$ cat config.mk
export PLATFORM = sky130hd
export DESIGN_NAME = seq_detect_stage
export DESIGN_NICKNAME = d
export VERILOG_FILES = /design/src/rtl/seq_detect_stage.sv
export SDC_FILE = /design/constraint.sdc
export NUM_CORES = 1
export LEC_CHECK = 0
export BUFFER_PORTS_ARGS = -buffer_cell sky130_fd_sc_hd__buf_4
export CAP_MARGIN = 20
export CORE_ASPECT_RATIO = 0.8
export CORE_MARGIN = 2
export CORE_UTILIZATION = 55
export CTS_BUF_LIST = sky130_fd_sc_hd__clkbuf_2 sky130_fd_sc_hd__clkbuf_4 sky130_fd_sc_hd__clkbuf_8
export DETAILED_ROUTE_END_ITERATION = 8
export GPL_TIMING_DRIVEN = 0
export PLACE_DENSITY = 0.8
export REMOVE_ABC_BUFFERS = 1
export SLEW_MARGIN = 5
export SYNTH_ARGS = -nofsm -noshare
export SYNTH_HDL_FRONTEND = slang
export SYNTH_SLANG_ARGS = --single-unit
export TNS_END_PERCENT = 1
$ cat constraint.sdc
create_clock -name inClk -period 2.2 [get_ports inClk]
set_input_delay 0 -clock inClk [delete_from_list [all_inputs] [get_ports inClk]]
set_output_delay 0 -clock inClk [all_outputs]
set_load 0.02 [all_outputs]
$ cat src/rtl/seq_detect_stage.sv
// seq_detect_stage: serial sequence detector clocked entirely by inClk.
// slowClk is sampled as data and turned into a one-cycle sample tick; each
// tick shifts the synchronized serial bit into a history window and flags
// overlapping matches against PATTERN.
module seq_detect_stage #(
  parameter int                 SEQ_LEN = 4,
  parameter logic [SEQ_LEN-1:0] PATTERN = 4'b1011,
  parameter int                 CNT_W   = 8
) (
  input  logic               inClk,
  input  logic               reset,
  input  logic               slowClk,
  input  logic               serialIn,
  input  logic               enable,
  input  logic               clearCount,
  output logic               matchPulse,
  output logic               matchLed,
  output logic [CNT_W-1:0]   matchCount,
  output logic [SEQ_LEN-1:0] window
);

  localparam int               FILL_W    = $clog2(SEQ_LEN + 1);
  localparam logic [FILL_W-1:0] FILL_LAST = FILL_W'(SEQ_LEN - 1);
  localparam logic [FILL_W-1:0] FILL_ONE  = FILL_W'(1);
  localparam logic [CNT_W-1:0]  CNT_MAX   = {CNT_W{1'b1}};
  localparam logic [CNT_W-1:0]  CNT_ONE   = {{(CNT_W-1){1'b0}}, 1'b1};

  typedef enum logic {
    ST_FILL = 1'b0,
    ST_RUN  = 1'b1
  } state_t;

  // Synchronizer and tick-generation registers
  logic       slow_meta_r;
  logic       slow_sync_r;
  logic       slow_prev_r;
  logic       ser_meta_r;
  logic       ser_sync_r;
  logic [1:0] settle_r;
  logic       armed_r;
  logic       tick_r;

  // Detector state and registered outputs
  state_t              state_r;
  logic [FILL_W-1:0]   fill_r;
  logic [SEQ_LEN-1:0]  window_r;
  logic                match_pulse_r;
  logic                match_led_r;
  logic [CNT_W-1:0]    match_count_r;

  // Combinational match evaluation
  logic [SEQ_LEN-1:0]  next_window_s;
  logic                full_s;
  logic                match_s;

  // Synchronize slowClk/serialIn, arm after a real low, and register the rising-edge tick.
  // settle_r flags when the sync chain has flushed its reset zeros, so a slowClk
  // held high across reset release is never mistaken for a fresh low.
  always_ff @(posedge inClk or posedge reset) begin
    if (reset) begin
      slow_meta_r <= 1'b0;
      slow_sync_r <= 1'b0;
      slow_prev_r <= 1'b0;
      ser_meta_r  <= 1'b0;
      ser_sync_r  <= 1'b0;
      settle_r    <= 2'b00;
      armed_r     <= 1'b0;
      tick_r      <= 1'b0;
    end else begin
      slow_meta_r <= slowClk;
      slow_sync_r <= slow_meta_r;
      slow_prev_r <= slow_sync_r;
      ser_meta_r  <= serialIn;
      ser_sync_r  <= ser_meta_r;
      settle_r    <= {settle_r[0], 1'b1};
      armed_r     <= armed_r | (settle_r[1] & ~slow_sync_r);
      tick_r      <= slow_sync_r & ~slow_prev_r & armed_r & enable;
    end
  end

  // Post-shift window and match decision; the FILL-to-RUN tick may already match.
  always_comb begin
    next_window_s = {window_r[SEQ_LEN-2:0], ser_sync_r};
    full_s        = 1'b0;
    match_s       = 1'b0;
    if ((state_r == ST_RUN) || (fill_r == FILL_LAST)) begin
      full_s = 1'b1;
    end else begin
      full_s = 1'b0;
    end
    if (full_s && (next_window_s == PATTERN)) begin
      match_s = 1'b1;
    end else begin
      match_s = 1'b0;
    end
  end

  // Detector FSM: shift on tick, track fill, drive pulse/LED/saturating counter.
  always_ff @(posedge inClk or posedge reset) begin
    if (reset) begin
      state_r       <= ST_FILL;
      fill_r        <= '0;
      window_r      <= '0;
      match_pulse_r <= 1'b0;
      match_led_r   <= 1'b0;
      match_count_r <= '0;
    end else begin
      match_pulse_r <= 1'b0;
      if (tick_r) begin
        window_r      <= next_window_s;
        match_led_r   <= match_s;
        match_pulse_r <= match_s;
        case (state_r)
          ST_FILL: begin
            fill_r <= fill_r + FILL_ONE;
            if (fill_r == FILL_LAST) begin
              state_r <= ST_RUN;
            end else begin
              state_r <= ST_FILL;
            end
          end
          ST_RUN: begin
            state_r <= ST_RUN;
          end
          default: begin
            state_r <= ST_FILL;
            fill_r  <= '0;
          end
        endcase
      end
      // Clear takes priority over a same-cycle match increment.
      if (clearCount) begin
        match_count_r <= '0;
      end else if (tick_r && match_s && (match_count_r != CNT_MAX)) begin
        match_count_r <= match_count_r + CNT_ONE;
      end
    end
  end

  assign matchPulse = match_pulse_r;
  assign matchLed   = match_led_r;
  assign matchCount = match_count_r;
  assign window     = window_r;

endmodule

==> run summary <==
status: completed
Arr. time, crit path: 2.14 ns
Post-Syn Area: 1120 um2
Die W: 54.45 um
drc violations: 0
Core Region: 1909 um2
Layout Nets: 127
Slew Limit Fails: 0
initial antenna violation count: 0
worst vdd ir: 630.1 uV
final setup TNS: 0 ns
Post-CTS Resized: 0
clock-pin slew on the worst setup and hold paths: 0.15 ns
Worst Tran Pin Value: 0.6669 ns
clock insertion delay at the later pin of the skew report: 0.33 ns
Post-Route Skew: 0.009509 ns
Rows: 14
wire per inst: 12.98 um
number of synthesized flops with an enable pin: 0
Avg Cell Area, Syn: 12.17 um2
RePlAce Congestion: 0.9123
die area: 2415 um2
xor/xnor share of the synthesized area: 0.7821%
Post-Synth Adder-Cell Area: 3.352%
DP Wirelength: 1.338 mm
RSZ-0062 raised after global routing: no
Port Buffers: 19
H-tree depth: 1
area leader, netlist: dfrtp_1
Area Growth Syn to Fin: 22.79%
Final Critical Period: 1.880 ns
Die Height: 44.36 um
Synth Area in Compound Gates: 9.050%
CTS Buf Count: 3
R2R setup slack: 0.32 ns
count of different cell masters after synthesis: 28
via count: 777
top_reg_cell synth: dfrtp_1
antenna viol nets, final: 0
most frequent CP cell: ha_1
Crit path max-delay family: simple AND/OR/NAND/NOR gates
dominant cells by area after synthesis: dfrtp_1, mux2_2, ha_1, a21oi_1, o31ai_1
Leakage: 0.6444 nW
number of I/O pins: 20
first-pass GRT wire length: 3.091 mm
maximum capacitance violations: 0
vias in the first global route: 744
via-per-instance ratio: 5.511
critical path class: register to register
Starting Density: 58.65%
cell count after synthesis: 92
Worst path slowest cell: or4_1
Synth async-reset ratio: 100.0%
Post-Synth Simple-Gate Area: 14.53%
Total Wirelength: 1.830 mm
PwrDens: 779.9 nW/um2
share of cells above drive strength 1: 28.21%
grt total ovfl: 0
Util after Layout: 72.02%
Synth top area share: 60.34%
DRT Pass-1 Iters: 4
Max clock buf depth: 2
largest family of logic cells by synthesized area: simple AND/OR/NAND/NOR gates
CTS tree: done
Tcrit/Tclk final: 85.44%
Worst setup EP type: register
count leader, synth: dfrtp_1
Final Non-Filler Cells: 141
Setup crit start kind: register
worst path required time: 2.46 ns
slew margin rel.: 55.38%
pin count of the biggest net entering global routing: 28
Synth Register Bits: 27
post-synthesis mux area share: 6.927%
Hold Path Class: input pin to async pin
clock sinks: 27
Global Route Usage Sum: 18.41%
post-synthesis sequential area ratio: 60.34%
antenna cells: 0
Critical Path Max Stage Delay: 0.51 ns
cells along the critical path: ha_1 -> ha_1 -> o21ai_0 -> or2_4 -> or4_1 -> a21oi_1
Post-Place Cells: 131
DR iter-0 viols: 35
Worst Path Max Fanout: 14
final hold vios: 0
Post-synth top cells: dfrtp_1, inv_1, a21oi_1, mux2_2, o21ai_0
Buf/Inv on CP: 0
Max Freq: 532.0 MHz
synth warn: 0
endpoints failing setup: 0
CTS root buf: clkbuf_4
[layout make-up]
cell class              count  area (um2)
inverters                   7       26.28
repair buffers             25       220.2
clock buffers               3       22.52
well taps                  24       30.03
flip-flops and latches     27       675.6
clock inverters             1       8.758
fillers                   150       534.3
multi-input cells          54       391.6
[worst min-delay path, stage by stage]
cell and delay, ns:
dlygate4sd3_1 0.53, buf_4 0.13, inv_1 0.34
[worst paths after layout]
kind | startpoint | end | depth (start not counted)
max | fill_r[0]$_DFFE_PP0P_ | matchCount[6]$_DFFE_PP0P_ | 6
min | reset | matchCount[0]$_DFFE_PP0P_ | 3
max reg2reg | fill_r[0]$_DFFE_PP0P_ | matchCount[6]$_DFFE_PP0P_ | 6
min reg2reg | settle_r[0]$_DFF_PP0_ | settle_r[1]$_DFF_PP0_ | 0
max in group asynchronous | reset | window[2]$_DFFE_PP0P_ | 4
min in group inClk | serialIn | ser_meta_r$_DFF_PP0_ | 2
[metrics by stage]
stage | power [mW] | setup WS [ns] | hold WS (ns) | cell area, um2
5_1_grt | 1.151 | 0.1770 | 0.2134 | 1375
3_3_place_gp | 0.8402 | 0.3481 | 0.1093 | 1266
2_1_floorplan | 0.7668 | 0.4453 | 0.03143 | 1094
4_1_cts | 1.083 | 0.2847 | 0.2846 | 1348
6_report | 1.072 | 0.3204 | 0.2098 | 1375
3_5_place_dp | 0.8520 | 0.3204 | 0.1110 | 1266
[report_power, final]
part	leakage, nW	total, mW	internal, mW	switching, mW
registers	0.340	0.624	0.569	0.0552
logic	0.286	0.224	0.123	0.101
clock network	0.0183	0.225	0.0743	0.150
total	0.644	1.07	0.765	0.307
[logic make-up after synthesis]
logic type / Yosys count
AO/OA/AOI/OAI: 17
XOR/XNOR: 1
adder cells (fa/ha/maj): 3
buffers and inverters: 11
flip-flops: 27
multiplexers: 7
other: 1
AND/OR/NAND/NOR: 25
[routing by layer]
metal / share of wire (%) / up-vias / wire length (um) / GRT usage [%]
met1: 39 / 370 / 716 / 22.57
met3: 8.3 / 4 / 152 / 8.108
met5: 0 / - / 0 / 0
met2: 51 / 31 / 938 / 28.92
li1: - / 372 / - / -
met4: 1.3 / 0 / 23 / 6.500
[placed cells by master, fill, tap and decap left out]
cell           instances
nand3_1                3
or4_1                  3
a21o_2                 1
mux2i_1                1
inv_6                  1
ha_1                   3
or2b_1                 1
nand4_1                1
clkbuf_4               3
nand2_1                4
nor4_1                 2
mux2_2                 6
nor2_1                 4
conb_1                 1
or3_1                  3
and4b_1                1
buf_16                 1
a21oi_1                6
o31ai_1                4
xnor2_1                1
buf_4                 19
a21o_1                 1
o21ai_0                5
inv_1                  7
nand3b_1               1
dlygate4sd3_1          5
dfrtp_1               27
nand4b_4               1
or2_4                  1
[sequential cells by signal, summed over array words and instances (netlist names)]
signal and count:
settle_r 2, fill_r 3, slow_meta_r 1, window 4, matchLed 1, slow_prev_r 1, ser_meta_r 1, matchCount 8
state_r 1, tick_r 1, slow_sync_r 1, armed_r 1, ser_sync_r 1, matchPulse 1
[repair_timing]
item,CTS,global route
hold buffers,5,0
endpoints found under the hold margin,37,0
buffers inserted,0,0
(Power assumes the default switching activity.)
